File: src/rtl/vga_vram_arbiter.sv
// rtl/vga_vram_arbiter.sv - single-port VRAM arbiter between VGA scan-out and a buffered pixel writer
//
// Purpose:
//   Display scan-out owns the VRAM port whenever valid=1. Writer requests go
//   into a small FIFO and are drained one per cycle during blanking.
//   Display latency is fixed at 3 cycles from valid to pix_valid.
//
// Optional feature (macro VRAM_CLEAR_EN):
//   Adds parameter CLEAR_COLOR, input clear_req and output clear_busy. A
//   screen clear fills every pixel with CLEAR_COLOR during non-display cycles
//   and has priority over draining the FIFO.
//
// Ports:
//   pclk, reset              pixel clock, asynchronous active-high reset
//   valid, h_cnt, v_cnt      timing generator active-video flag and position
//   wr_req, wr_addr, wr_data writer request; transfers when wr_req & wr_ready
//   wr_ready                 FIFO not full
//   mem_addr/mem_we/mem_wdata registered VRAM control
//   mem_rdata                VRAM read data, one cycle after mem_addr
//   pix_data, pix_valid      registered pixel to the DAC
//   fifo_cnt                 current FIFO occupancy
//   clear_req, clear_busy    (VRAM_CLEAR_EN only) screen clear control/status
module vga_vram_arbiter #(
    parameter int H_RES   = 640,
    parameter int V_RES   = 480,
    parameter int ADDR_W  = 19,
    parameter int DATA_W  = 12,
    parameter int FIFO_AW = 2
`ifdef VRAM_CLEAR_EN
    ,
    parameter logic [DATA_W-1:0] CLEAR_COLOR = '0
`endif
) (
    input  logic                 pclk,
    input  logic                 reset,
    input  logic                 valid,
    input  logic [9:0]           h_cnt,
    input  logic [9:0]           v_cnt,
    input  logic                 wr_req,
    input  logic [ADDR_W-1:0]    wr_addr,
    input  logic [DATA_W-1:0]    wr_data,
    output logic                 wr_ready,
    output logic [ADDR_W-1:0]    mem_addr,
    output logic                 mem_we,
    output logic [DATA_W-1:0]    mem_wdata,
    input  logic [DATA_W-1:0]    mem_rdata,
    output logic [DATA_W-1:0]    pix_data,
    output logic                 pix_valid,
`ifdef VRAM_CLEAR_EN
    input  logic                 clear_req,
    output logic                 clear_busy,
`endif
    output logic [FIFO_AW:0]     fifo_cnt
);

    localparam int                FIFO_DEPTH = 1 << FIFO_AW;
    localparam logic [FIFO_AW:0]  FULL_CNT   = {1'b1, {FIFO_AW{1'b0}}};
    localparam logic [ADDR_W-1:0] H_RES_A    = ADDR_W'(H_RES);
    localparam logic [31:0]       PIX_TOTAL  = 32'(H_RES * V_RES);

    typedef enum logic [1:0] {
        ST_IDLE  = 2'd0,
        ST_DISP  = 2'd1,
        ST_DRAIN = 2'd2,
        ST_CLEAR = 2'd3
    } state_t;

    state_t state_q, state_d;

    // write FIFO
    logic [ADDR_W-1:0]  fifo_addr_q [FIFO_DEPTH];
    logic [DATA_W-1:0]  fifo_data_q [FIFO_DEPTH];
    logic [FIFO_AW-1:0] wr_ptr_q, wr_ptr_d;
    logic [FIFO_AW-1:0] rd_ptr_q, rd_ptr_d;
    logic [FIFO_AW:0]   fifo_cnt_q, fifo_cnt_d;
    logic               push, pop;

    // VRAM port and display pipeline
    logic [ADDR_W-1:0]  mem_addr_q, mem_addr_d;
    logic [DATA_W-1:0]  mem_wdata_q, mem_wdata_d;
    logic               mem_we_q, mem_we_d;
    logic               disp_d2_q;
    logic               pix_valid_q;
    logic [DATA_W-1:0]  pix_data_q;

    logic [ADDR_W-1:0]  pix_addr;
    logic [ADDR_W-1:0]  head_addr;
    logic [DATA_W-1:0]  head_data;
    logic               head_in_range;

`ifdef VRAM_CLEAR_EN
    localparam logic [ADDR_W-1:0] CLR_LAST = ADDR_W'(H_RES * V_RES - 1);
    logic               clear_busy_q, clear_busy_d;
    logic [ADDR_W-1:0]  clr_cnt_q, clr_cnt_d;
`endif

    assign wr_ready      = (fifo_cnt_q != FULL_CNT);
    assign push          = wr_req && wr_ready;
    assign pix_addr      = ADDR_W'(v_cnt) * H_RES_A + ADDR_W'(h_cnt);
    assign head_addr     = fifo_addr_q[rd_ptr_q];
    assign head_data     = fifo_data_q[rd_ptr_q];
    assign head_in_range = ({{(32-ADDR_W){1'b0}}, head_addr} < PIX_TOTAL);

    // State register
    always_ff @(posedge pclk or posedge reset) begin
        if (reset) begin
            state_q <= ST_IDLE;
        end else begin
            state_q <= state_d;
        end
    end

    // Next owner, decided from this cycle's inputs in priority order
    always_comb begin
        state_d = ST_IDLE;
        if (valid) begin
            state_d = ST_DISP;
`ifdef VRAM_CLEAR_EN
        end else if (clear_busy_q) begin
            state_d = ST_CLEAR;
`endif
        end else if (fifo_cnt_q != '0) begin
            state_d = ST_DRAIN;
        end
    end

    // Owner actions: what the VRAM port and FIFO do at the coming edge
    always_comb begin
        pop         = 1'b0;
        mem_addr_d  = mem_addr_q;
        mem_wdata_d = mem_wdata_q;
        mem_we_d    = 1'b0;
        case (state_d)
            ST_DISP: begin
                mem_addr_d = pix_addr;
            end
            ST_DRAIN: begin
                pop = 1'b1;
                // Out-of-range entries are consumed without touching the port
                if (head_in_range) begin
                    mem_addr_d  = head_addr;
                    mem_wdata_d = head_data;
                    mem_we_d    = 1'b1;
                end
            end
`ifdef VRAM_CLEAR_EN
            ST_CLEAR: begin
                mem_addr_d  = clr_cnt_q;
                mem_wdata_d = CLEAR_COLOR;
                mem_we_d    = 1'b1;
            end
`endif
            default: ;
        endcase
    end

    always_comb begin
        wr_ptr_d   = wr_ptr_q;
        rd_ptr_d   = rd_ptr_q;
        fifo_cnt_d = fifo_cnt_q;
        if (push) begin
            wr_ptr_d = wr_ptr_q + 1'b1;
        end
        if (pop) begin
            rd_ptr_d = rd_ptr_q + 1'b1;
        end
        case ({push, pop})
            2'b10:   fifo_cnt_d = fifo_cnt_q + 1'b1;
            2'b01:   fifo_cnt_d = fifo_cnt_q - 1'b1;
            default: fifo_cnt_d = fifo_cnt_q;
        endcase
    end

    // FIFO storage needs no reset; occupancy is tracked by the pointers
    always_ff @(posedge pclk) begin
        if (push) begin
            fifo_addr_q[wr_ptr_q] <= wr_addr;
            fifo_data_q[wr_ptr_q] <= wr_data;
        end
    end

    always_ff @(posedge pclk or posedge reset) begin
        if (reset) begin
            wr_ptr_q    <= '0;
            rd_ptr_q    <= '0;
            fifo_cnt_q  <= '0;
            mem_addr_q  <= '0;
            mem_wdata_q <= '0;
            mem_we_q    <= 1'b0;
            disp_d2_q   <= 1'b0;
            pix_valid_q <= 1'b0;
            pix_data_q  <= '0;
        end else begin
            wr_ptr_q    <= wr_ptr_d;
            rd_ptr_q    <= rd_ptr_d;
            fifo_cnt_q  <= fifo_cnt_d;
            mem_addr_q  <= mem_addr_d;
            mem_wdata_q <= mem_wdata_d;
            mem_we_q    <= mem_we_d;
            // state_q==DISP marks the cycle mem_addr carries a display read;
            // mem_rdata for it arrives one cycle later, captured the next.
            disp_d2_q   <= (state_q == ST_DISP);
            pix_valid_q <= disp_d2_q;
            pix_data_q  <= disp_d2_q ? mem_rdata : '0;
        end
    end

`ifdef VRAM_CLEAR_EN
    always_comb begin
        clear_busy_d = clear_busy_q;
        clr_cnt_d    = clr_cnt_q;
        if (!clear_busy_q) begin
            if (clear_req) begin
                clear_busy_d = 1'b1;
                clr_cnt_d    = '0;
            end
        end else if (state_d == ST_CLEAR) begin
            clr_cnt_d = clr_cnt_q + 1'b1;
            if (clr_cnt_q == CLR_LAST) begin
                clear_busy_d = 1'b0;
            end
        end
    end

    always_ff @(posedge pclk or posedge reset) begin
        if (reset) begin
            clear_busy_q <= 1'b0;
            clr_cnt_q    <= '0;
        end else begin
            clear_busy_q <= clear_busy_d;
            clr_cnt_q    <= clr_cnt_d;
        end
    end

    assign clear_busy = clear_busy_q;
`endif

    assign mem_addr  = mem_addr_q;
    assign mem_we    = mem_we_q;
    assign mem_wdata = mem_wdata_q;
    assign pix_data  = pix_data_q;
    assign pix_valid = pix_valid_q;
    assign fifo_cnt  = fifo_cnt_q;

endmodule

File: config.mk
export PLATFORM = sky130hd
export DESIGN_NAME = vga_vram_arbiter
export DESIGN_NICKNAME = d
export VERILOG_FILES = /design/src/rtl/vga_vram_arbiter.sv
export SDC_FILE = /design/constraint.sdc
export NUM_CORES = 1
export LEC_CHECK = 0
export ABC_AREA = 1
export CAP_MARGIN = 20
export CORE_UTILIZATION = 35
export DETAILED_ROUTE_END_ITERATION = 7
export RECOVER_POWER = 100
export SETUP_SLACK_MARGIN = 0.5
export SLEW_MARGIN = 20
export SYNTH_ARGS = -nofsm -noshare
export SYNTH_HDL_FRONTEND = slang
export SYNTH_SLANG_ARGS = --single-unit
File: constraint.sdc
create_clock -name pclk -period 6.15 [get_ports pclk]
set_input_delay 0.9225 -clock pclk [delete_from_list [all_inputs] [get_ports pclk]]
set_output_delay 0.9225 -clock pclk [all_outputs]
set_load 0.02 [all_outputs]
==> reports/metrics.csv <==
metric,value,unit
r2r worst-path depth,15,
sequential area share after synthesis,65.6,%
area of the die,22800,um2
dpl cell area,9180,um2
fraction of registers with async set/reset,30.7,%
largest net degree at the start of global routing,66,
Finished Layout Cells,1115,
worst clock skew,0.0148,ns
worst r2r src,rd_ptr_q[0]$_DFFE_PP0P_,
Synth Register Bits,179,
final instance area,9720,um2
Critical Path Max Stage Delay,1.43,ns
Final Slew Violations,99,
most frequent cells in the layout,"nand2_1 (176), edfxtp_1 (124), dlygate4sd3_1 (95), nor2_1 (92), dfrtp_1 (54)",
routability cong.,0.755,
Initial Utilization,35.6,%
Die Wd,151,um
Pre-antenna DRT Iters,4,
crit path max fanout,65,
fraction of layout cells with a size suffix above 1,5.40,%
synth warn,0,
1st-iter DRT viols,209,
"Max stage delay cell, worst path",clkbuf_1,
GRT Overall Usage,15.5,%
cell count after synthesis,705,
area of the mapped netlist,7770,um2
"most common cell after layout, fill and taps aside",nand2_1,
TritonCTS clock tree,built,
Hold Fails Final Rpt,0,
wire length of the first global-routing pass,26.3,mm
RSZ-0062 raised after global routing,false,
WL per Instance,15.0,um
placed wire-length estimate,10.4,mm
Achievable Freq,238,MHz
Die Span Y,151,um
post-cts hold buffer count,0,
minimum clock period,4.20,ns
P per Cell Area,448,nW/um2
clock-pin slew on the worst setup and hold paths,0.07,ns
vias in the first global route,4949,
CTS H-tree lvls,4,
CTS resizes,0,
DR vias/cell,4.66,
gr ovfl total,0,
Tightest Hold Check Type,reg2reg,
CP most frequent cell,nand2_1,
DR vias,5194,
initial antenna violation count,4,
Core Area,21800,um2
type of element capturing the critical path,register,
Max-Cap Viols,3,
outcome,finished with violations,
setup_tns,0,ns
Leakage,3.99,nW
CTS Buffer Depth,2,
syn_area_per_cell,11.0,um2
Post-synth top flop,edfxtp_1,
R2R Path End,mem_addr[15]$_DFFE_PP0P_,
"EDFF count, synth",124,
post-synth net total,799,
number of remaining DRC errors,0,
Critical Path Sink,mem_addr[15]$_DFFE_PP0P_,
Final setup viols,0,
IO Count,116,
Worst Path Required,6.49,ns
fin crit share,68.2,%
Clock Latency Late Sink,0.43,ns
root buf cell,clkbuf_16,
Area Overhead vs Synth,25.1,%
Inst Count DP,1078,
Rel. slew slack,-104,%
crit-path cells,buf_4 -> inv_1 -> clkbuf_1 -> nand2_1 -> nand2_1 -> nand2_1 -> o21ai_0 -> nand2_1 -> nand2_1 -> nand2_1 -> nand2_2 -> nand3_4 -> inv_6 -> nand2_1 -> o21ai_0,
Routed WL,16.7,mm
CTS Sinks,179,
"Arr. time, crit path",4.54,ns
Nets,914,
Synth cell types,37,
CP Launch Type,register,
peak supply drop,0.000234,V
R2R Setup Slk,1.95,ns
Post-CTS Setup Inserts,0,
CTS Buf Count,17,
Worst Setup SP,rd_ptr_q[0]$_DFFE_PP0P_,
Slew @ Worst Pin,3.05,ns
DRT antenna net count,0,
num rows,54,
IO Port Bufs,115,
CP Class,reg2reg,
failing checks,"max-capacitance violations, max-slew violations",
==> through the flow <==
stage	power (W)	setup WS (ns)	hold WS (ns)	utilization (%)
after floorplan	0.00285	3.30	0.376	-
after global placement	0.00343	2.64	0.378	42.0
after detailed placement	0.00345	2.60	0.385	42.0
after CTS	0.00449	3.04	0.394	44.6
after global routing	0.00465	1.41	0.407	44.5
final	0.00436	1.95	0.388	44.6
==> power by group <==
group | internal [W] | switching [W]
Sequential | 0.00163 | 0.000113
Combinational | 0.000550 | 0.00104
Clock | 0.000576 | 0.000453
==> how the worst min path moves through the flow <==
stage / start / end / slack [ns] / cells after the start
6_report: state_q[1]$_DFF_PP0_ / disp_d2_q$_DFF_PP0_ / 0.39 / 1
3_3_place_gp: state_q[1]$_DFF_PP0_ / disp_d2_q$_DFF_PP0_ / 0.38 / 1
5_1_grt: state_q[1]$_DFF_PP0_ / disp_d2_q$_DFF_PP0_ / 0.41 / 1
3_5_place_dp: state_q[1]$_DFF_PP0_ / disp_d2_q$_DFF_PP0_ / 0.38 / 1
4_1_cts: state_q[1]$_DFF_PP0_ / disp_d2_q$_DFF_PP0_ / 0.39 / 1
2_1_floorplan: state_q[1]$_DFF_PP0_ / disp_d2_q$_DFF_PP0_ / 0.38 / 1
==> registers in the layout (all words and copies together), names as in the netlist <==
signal / cells
fifo_addr_q: 76
fifo_data_q: 48
mem_addr: 19
mem_wdata: 12
pix_data: 12
fifo_cnt: 3
rd_ptr_q: 2
state_q: 2
wr_ptr_q: 2
disp_d2_q: 1
mem_we: 1
pix_valid: 1
==> kinds of logic after synthesis <==
kind of cell | share of synthesized area [%]
AO/OA/AOI/OAI | 7.84
adder cells (fa/ha/maj) | 4.64
flip-flops | 65.6
AND/OR/NAND/NOR | 16.1
XOR/XNOR | 0.902
buffers and inverters | 4.86
==> per-layer routing <==
layer | vias to the layer above | GRT usage, % | wire length, um
met4 | 4 | 5.40 | 201
met2 | 100 | 25.8 | 8000
met5 | - | 0 | 24
met1 | 2444 | 19.6 | 7740
li1 | 2629 | - | -
met3 | 17 | 3.49 | 762
==> cells in the mapped netlist (all sizes together), types with 9 or more instances <==
| master | instances | area (um2) |
|---|---|---|
| inv | 55 | 211 |
| nand2 | 178 | 678 |
| nand3 | 33 | 178 |
| ha | 24 | 300 |
| a21oi | 17 | 85.1 |
| dfrtp | 55 | 1380 |
| buf | 12 | 110 |
| a31oi | 13 | 96.3 |
| o21ai | 44 | 220 |
| edfxtp | 124 | 3720 |
| o211ai | 9 | 67.6 |
| nor2 | 93 | 352 |
| clkbuf | 15 | 56.3 |
==> cell type report <==
class                           count  area (um2)
Sequential cell                   179        5100
Tap cell                          280         350
Timing Repair Buffer              123        1200
Inverter                           55         211
Multi-Input combinational cell    444        2290
Fill cell                        2019       12100
Clock inverter                     10        70.1
Antenna cell                        2        5.00
Clock buffer                       22         495
==> worst max-delay path: cells and delay by family (launching register included) <==
family	cells	cell delay (ns)
buf+inv	4	2.55
simple gates	9	0.92
flops	1	0.38
compound gates	2	0.22
Power figures use the tool's default switching activity.
